===== config.mk =====
export PLATFORM = sky130hd
export DESIGN_NAME = receive_fsm
export DESIGN_NICKNAME = d
export VERILOG_FILES = /design/src/rtl/receive_fsm.sv
export SDC_FILE = /design/constraint.sdc
export NUM_CORES = 1
export LEC_CHECK = 0
export ABC_AREA = 1
export CORE_MARGIN = 2
export CORE_UTILIZATION = 40
export CTS_CLUSTER_DIAMETER = 120
export DETAILED_ROUTE_END_ITERATION = 12
export PLACE_DENSITY = 0.7
export SETUP_SLACK_MARGIN = 0.5
export SLEW_MARGIN = 15
export SYNTH_ARGS = -nofsm -noshare
export SYNTH_HDL_FRONTEND = slang
export SYNTH_SLANG_ARGS = --single-unit

===== constraint.sdc =====
create_clock -name i_clk -period 3 [get_ports i_clk]
set_input_delay 0.9 -clock i_clk [delete_from_list [all_inputs] [get_ports i_clk]]
set_output_delay 0.9 -clock i_clk [all_outputs]
set_load 0.02 [all_outputs]

===== src/rtl/receive_fsm.sv =====
// CC2420 receive controller: drains one frame from the RXFIFO over the shared SPI
// byte engine, filters it on length/address/CRC and hands the payload out via valid/ready.
module receive_fsm #(
    parameter logic [31:0] TimeoutCycles = 32'd270000,
    parameter logic [7:0]  FrameLen      = 8'd11
) (
    input  logic        i_clk,
    input  logic        i_rst_n,
    input  logic [7:0]  i_so,
    input  logic        i_spi_done,
    input  logic        i_sfd,
    input  logic        i_fifop,
    input  logic [7:0]  i_my_addr,
    output logic [7:0]  o_command,
    output logic        o_cmd_strobe,
    output logic        o_spi_cs,
    output logic [31:0] o_dout,
    output logic [7:0]  o_src_addr_out,
    output logic        o_out_valid,
    input  logic        i_out_ready,
    output logic        o_receive_done,
    output logic        o_dropped,
    output logic [3:0]  o_cur_state
);

    typedef enum logic [3:0] {
        S_INIT   = 4'd0,
        S_FLUSH1 = 4'd1,
        S_FLUSH2 = 4'd2,
        S_WAIT   = 4'd3,
        S_RDCMD  = 4'd4,
        S_RDLEN  = 4'd5,
        S_RDBYTE = 4'd6,
        S_CHECK  = 4'd7,
        S_OUT    = 4'd8
    } state_t;

    localparam logic [7:0] CMD_SRXON    = 8'h03;
    localparam logic [7:0] CMD_SFLUSHRX = 8'h08;
    localparam logic [7:0] CMD_RXFIFO   = 8'h7F;
    localparam logic [7:0] CMD_NOP      = 8'h00;

    state_t      r_state, w_state_next;
    logic        r_busy, w_busy_next;
    logic [7:0]  r_command, w_command_next;
    logic        r_strobe, w_strobe_next;
    logic        r_cs, w_cs_next;
    logic [31:0] r_dout, w_dout_next;
    logic [7:0]  r_src_out, w_src_out_next;
    logic        r_valid, w_valid_next;
    logic        r_done, w_done_next;
    logic        r_dropped, w_dropped_next;
    logic [31:0] r_timer, w_timer_next;
    logic        r_armed, w_armed_next;
    logic [3:0]  r_byte_cnt, w_byte_cnt_next;
    logic        r_sfd_d;
    logic [7:0]  r_dst, w_dst_next;
    logic [7:0]  r_src, w_src_next;
    logic [7:0]  r_crc, w_crc_next;
    logic [31:0] r_data, w_data_next;

    logic        w_issue;
    logic [7:0]  w_cmd;
    logic        w_spi_evt;
    logic        w_sfd_rise;
    logic        w_addr_ok;

    assign w_spi_evt  = r_busy && i_spi_done;
    assign w_sfd_rise = i_sfd && !r_sfd_d;
    assign w_addr_ok  = (r_dst == i_my_addr) || (r_dst == 8'hFF);

    always_ff @(posedge i_clk or negedge i_rst_n) begin
        if (!i_rst_n) begin
            r_state    <= S_INIT;
            r_busy     <= 1'b0;
            r_command  <= 8'h00;
            r_strobe   <= 1'b0;
            r_cs       <= 1'b1;
            r_dout     <= 32'h0;
            r_src_out  <= 8'h00;
            r_valid    <= 1'b0;
            r_done     <= 1'b0;
            r_dropped  <= 1'b0;
            r_timer    <= 32'h0;
            r_armed    <= 1'b0;
            r_byte_cnt <= 4'h0;
            r_sfd_d    <= 1'b0;
            r_dst      <= 8'h00;
            r_src      <= 8'h00;
            r_crc      <= 8'h00;
            r_data     <= 32'h0;
        end else begin
            r_state    <= w_state_next;
            r_busy     <= w_busy_next;
            r_command  <= w_command_next;
            r_strobe   <= w_strobe_next;
            r_cs       <= w_cs_next;
            r_dout     <= w_dout_next;
            r_src_out  <= w_src_out_next;
            r_valid    <= w_valid_next;
            r_done     <= w_done_next;
            r_dropped  <= w_dropped_next;
            r_timer    <= w_timer_next;
            r_armed    <= w_armed_next;
            r_byte_cnt <= w_byte_cnt_next;
            r_sfd_d    <= i_sfd;
            r_dst      <= w_dst_next;
            r_src      <= w_src_next;
            r_crc      <= w_crc_next;
            r_data     <= w_data_next;
        end
    end

    always_comb begin
        w_state_next    = r_state;
        w_busy_next     = r_busy;
        w_command_next  = r_command;
        w_strobe_next   = 1'b0;
        w_cs_next       = r_cs;
        w_dout_next     = r_dout;
        w_src_out_next  = r_src_out;
        w_valid_next    = r_valid;
        w_done_next     = 1'b0;
        w_dropped_next  = 1'b0;
        w_timer_next    = r_timer;
        w_armed_next    = r_armed;
        w_byte_cnt_next = r_byte_cnt;
        w_dst_next      = r_dst;
        w_src_next      = r_src;
        w_crc_next      = r_crc;
        w_data_next     = r_data;
        w_issue         = 1'b0;
        w_cmd           = CMD_NOP;

        if (w_spi_evt) begin
            w_busy_next = 1'b0;
        end

        case (r_state)
            S_INIT: begin
                w_issue = 1'b1;
                w_cmd   = CMD_SRXON;
                if (w_spi_evt) begin
                    w_cs_next    = 1'b1;
                    w_state_next = S_FLUSH1;
                end
            end
            S_FLUSH1: begin
                w_issue = 1'b1;
                w_cmd   = CMD_SFLUSHRX;
                if (w_spi_evt) begin
                    w_cs_next    = 1'b1;
                    w_state_next = S_FLUSH2;
                end
            end
            S_FLUSH2: begin
                w_issue = 1'b1;
                w_cmd   = CMD_SFLUSHRX;
                if (w_spi_evt) begin
                    w_cs_next    = 1'b1;
                    w_armed_next = 1'b0;
                    w_state_next = S_WAIT;
                end
            end
            S_WAIT: begin
                // The timeout only runs once an SFD edge has armed it.
                if (i_fifop) begin
                    w_armed_next = 1'b0;
                    w_state_next = S_RDCMD;
                end else if (w_sfd_rise) begin
                    w_timer_next = TimeoutCycles;
                    w_armed_next = 1'b1;
                end else if (r_armed) begin
                    if (r_timer == 32'd0) begin
                        w_armed_next   = 1'b0;
                        w_dropped_next = 1'b1;
                        w_state_next   = S_FLUSH1;
                    end else begin
                        w_timer_next = r_timer - 32'd1;
                    end
                end
            end
            S_RDCMD: begin
                w_issue = 1'b1;
                w_cmd   = CMD_RXFIFO;
                if (w_spi_evt) begin
                    w_state_next = S_RDLEN;
                end
            end
            S_RDLEN: begin
                w_issue = 1'b1;
                w_cmd   = CMD_NOP;
                if (w_spi_evt) begin
                    if (i_so != FrameLen) begin
                        w_cs_next      = 1'b1;
                        w_dropped_next = 1'b1;
                        w_state_next   = S_FLUSH1;
                    end else begin
                        w_byte_cnt_next = 4'd0;
                        w_state_next    = S_RDBYTE;
                    end
                end
            end
            S_RDBYTE: begin
                w_issue = 1'b1;
                w_cmd   = CMD_NOP;
                if (w_spi_evt) begin
                    case (r_byte_cnt)
                        4'd3:                      w_dst_next  = i_so;
                        4'd4:                      w_src_next  = i_so;
                        4'd5, 4'd6, 4'd7, 4'd8:    w_data_next = {r_data[23:0], i_so};
                        4'd10:                     w_crc_next  = i_so;
                        default: ;
                    endcase
                    if (r_byte_cnt == 4'd10) begin
                        w_cs_next    = 1'b1;
                        w_state_next = S_CHECK;
                    end else begin
                        w_byte_cnt_next = r_byte_cnt + 4'd1;
                    end
                end
            end
            S_CHECK: begin
                if (w_addr_ok && r_crc[7]) begin
                    w_dout_next    = r_data;
                    w_src_out_next = r_src;
                    w_valid_next   = 1'b1;
                    w_state_next   = S_OUT;
                end else begin
                    w_dropped_next = 1'b1;
                    w_state_next   = S_FLUSH1;
                end
            end
            S_OUT: begin
                if (i_out_ready) begin
                    w_valid_next = 1'b0;
                    w_done_next  = 1'b1;
                    w_state_next = i_fifop ? S_RDCMD : S_WAIT;
                end
            end
            default: begin
                w_busy_next  = 1'b0;
                w_cs_next    = 1'b1;
                w_state_next = S_INIT;
            end
        endcase

        // One outstanding transfer: a command state strobes once, then waits for SpiDone.
        if (w_issue && !r_busy) begin
            w_command_next = w_cmd;
            w_strobe_next  = 1'b1;
            w_busy_next    = 1'b1;
            w_cs_next      = 1'b0;
        end
    end

    assign o_command      = r_command;
    assign o_cmd_strobe   = r_strobe;
    assign o_spi_cs       = r_cs;
    assign o_dout         = r_dout;
    assign o_src_addr_out = r_src_out;
    assign o_out_valid    = r_valid;
    assign o_receive_done = r_done;
    assign o_dropped      = r_dropped;
    assign o_cur_state    = r_state;

endmodule


==> results.yml <==
worst_hold_path:
  hold_path_class: "in2async"
worst_setup_path:
  path_cells: "clkdlybuf4s50_1"
  crit_path_start_kind: "register"
  worst_ep_arrival_time_ns: 1.50
  endpoint: "o_cur_state[1]"
  path_buf_inv: 1
  critical_path_class: "reg2out"
  setup.worst_path.end_class: "output pin"
  slowest_stage: "clkdlybuf4s50_1"
  required_ns: 2.10
  max_stage_delay_ns: 0.64
  r2r_cells: 12
  path_delay_family: "buffers and inverters"
  crit_path_max_fanout: 5
  cp.depth: 1
  r2r-start: "r_timer[0]"
  rr_endpoint: "r_timer[27]"
  reg2reg_slack_ns: 0.96
  crit_start: "o_cur_state[1]"
clocking:
  clk_path_buf_depth: 2
  clock-sinks: 140
  htree_levels: 4
  clock_latency_ns: 0.43
  root_buffer: "clkbuf_16"
  cts_tree: "yes"
  postCtsSetupBuffers: 0
  clkSlewWorstSetupHoldPaths_ns: 0.07
  cts_made_buffers: 17
detailed_routing:
  drt_first_pass_iters: 5
  routedWlPerCell_um: 13.3
  routed_via_density: 4.80
  finalWirelength_um: 15100
  drt-initial-drc-count: 395
  route.detailed.drc: 0
  vias: 5462
  ant_nets: 0
synthesis:
  yosysWarnings: 0
  ys_ff_latch: 140
  ys_async_sr_fraction_pct: 100
  synth-edff-count: 0
  syn_inst: 828
  avgSynthCellArea_um2: 8.11
  synth_cell_types: 39
  syn_nets: 855
  ys.flop_type: "dfrtp_1"
  netlist_area_um2: 6720
  ys_seq_area_share_pct: 52.2
placed_design:
  dpl.cell_count: 1105
  gp_congestion: 0.900
  hpwl_um: 10400
  portBuffers: 77
  placed_area_um2: 7700
sta:
  worst_hold_slack_ns: 0.416
  hold_viol: 0
  skew_ns: 0.0182
  finalCritPeriodShare_pct: 79.9
  slew_headroom_pct: 58.6
  finalMaxSlewViolations: 0
  setup_viol: 0
  fin_crit_ns: 2.40
  rsz0062_at_grt: "no"
  fmax_mhz: 417
  tightestPinTransition_ns: 0.620
  final.setup.tns_ns: 0
global_route:
  grt.total_usage_pct: 18.2
  grt_overflow_total: 0
  grt_antenna_before_repair: 0
  grt_pass1_vias: 5309
  grt_max_degree: 83
  grt_pass1_wl_um: 26000
floorplanning:
  initial_core_util_pct: 40.7
  core_um2: 16500
  die_h_um: 134
  die_area_um2: 17800
  die_x_um: 134
  io_pins: 79
  rows: 47
finish:
  final_cell_count_no_fill: 1137
  multi_input_area_um2: 2660
  nNetsFinal: 931
  layout_common_cells: "nand2_1 (217), dfrtp_1 (139), o21ai_1 (104)"
  area_growth_pct: 23.6
  final_area_um2: 8300
  seqCellArea_um2: 3500
  fill_cells: 1562
  diodes: 0
  drive_gt1_share_pct: 8.51
  layout_commonest_cell: "nand2_1"
pwr:
  ir_worst_vdd_mv: 0.465
  p_total_mw: 6.12
  pwr_density_cell_nw_per_um2: 737
  p_leak_nw: 3.83
job:
  drv_cap: 0
run_status:
  outcome: "finished, final reports clean"
==> final cells by class <==
class,instances,share of cell area [%]
clock inverter,15,2.05
inverter,104,4.70
timing repair buffer,85,10.6
clock buffer,17,5.12
sequential,140,42.2
multi-input combinational,556,32.0
tap,220,3.32
==> routing by layer <==
layer,GRT usage (%),share of wire [%]
met5,0,0
met4,5.14,1.2
met3,4.76,5.4
met2,27.4,45
met1,26.0,48
==> power by group <==
part           switching, mW  internal, mW  total, mW
Clock                  0.923          1.19       2.11
Sequential             0.269          2.17       2.44
Combinational          0.996         0.580       1.58
==> sequential cells by signal, indices dropped and copies added (netlist names), 3 cells and up <==
signal          cells
o_cur_state         4
o_dout             32
r_byte_cnt          4
r_data             32
o_command           3
r_dst               8
r_src               8
o_src_addr_out      8
r_timer            32
==> worst min-delay path by stage <==
| stage | startpoint | endpoint | slack (ns) |
|---|---|---|---|
| detailed placement | r_timer[0] | r_timer[0] | 0.47 |
| CTS | i_rst_n | r_dst[5] | 0.44 |
| global placement | o_spi_cs | o_spi_cs | 0.46 |
| finish | i_rst_n | r_dst[5] | 0.42 |
| global route | i_rst_n | r_dst[5] | 0.45 |
| floorplan | r_timer[0] | r_timer[0] | 0.45 |
==> timing repair <==
item / in CTS / in global routing
endpoints found under the setup margin: 0 / 3
hold buffers: 0 / 0
resized for setup: 0 / 3
==> kinds of logic after synthesis <==
| family | count (synthesis) | share of synthesized area [%] |
|---|---|---|
| simple gates | 391 | 25.2 |
| buf+inv | 132 | 8.29 |
| compound gates | 140 | 10.9 |
| flops | 140 | 52.2 |
| other cells | 1 | 0.0558 |
| xor+xnor | 19 | 2.48 |
| fa+ha+maj | 5 | 0.931 |
==> synth_stat cells (2+ instances only) <==
library cell,count,share of area (%)
a21oi_1,4,0.30
a31o_2,3,0.39
a31oi_1,2,0.19
buf_2,7,0.52
buf_4,8,0.89
buf_6,3,0.50
clkbuf_1,9,0.50
dfrtp_1,139,52
ha_1,5,0.93
inv_1,95,5.3
inv_2,8,0.45
nand2_1,218,12
nand2_2,5,0.47
nand3_1,35,2.6
nand3b_1,2,0.22
nand4_1,17,1.6
nand4_2,2,0.37
nor2_1,86,4.8
nor2_2,7,0.65
nor2_4,5,0.84
nor3_1,9,0.67
o21ai_0,20,1.5
o21ai_1,104,7.7
o22ai_1,2,0.19
or2_2,2,0.19
xnor2_1,12,1.6
xor2_1,7,0.91
==> per-stage QoR <==
step                      util, %  setup slack, ns
after detailed placement     46.6            0.424
final                        50.2            0.604
after global placement       46.6            0.435
after global routing         50.2            0.545
after floorplan                 -             1.01
after CTS                    50.2            0.513
Power figures use the tool's default switching activity.
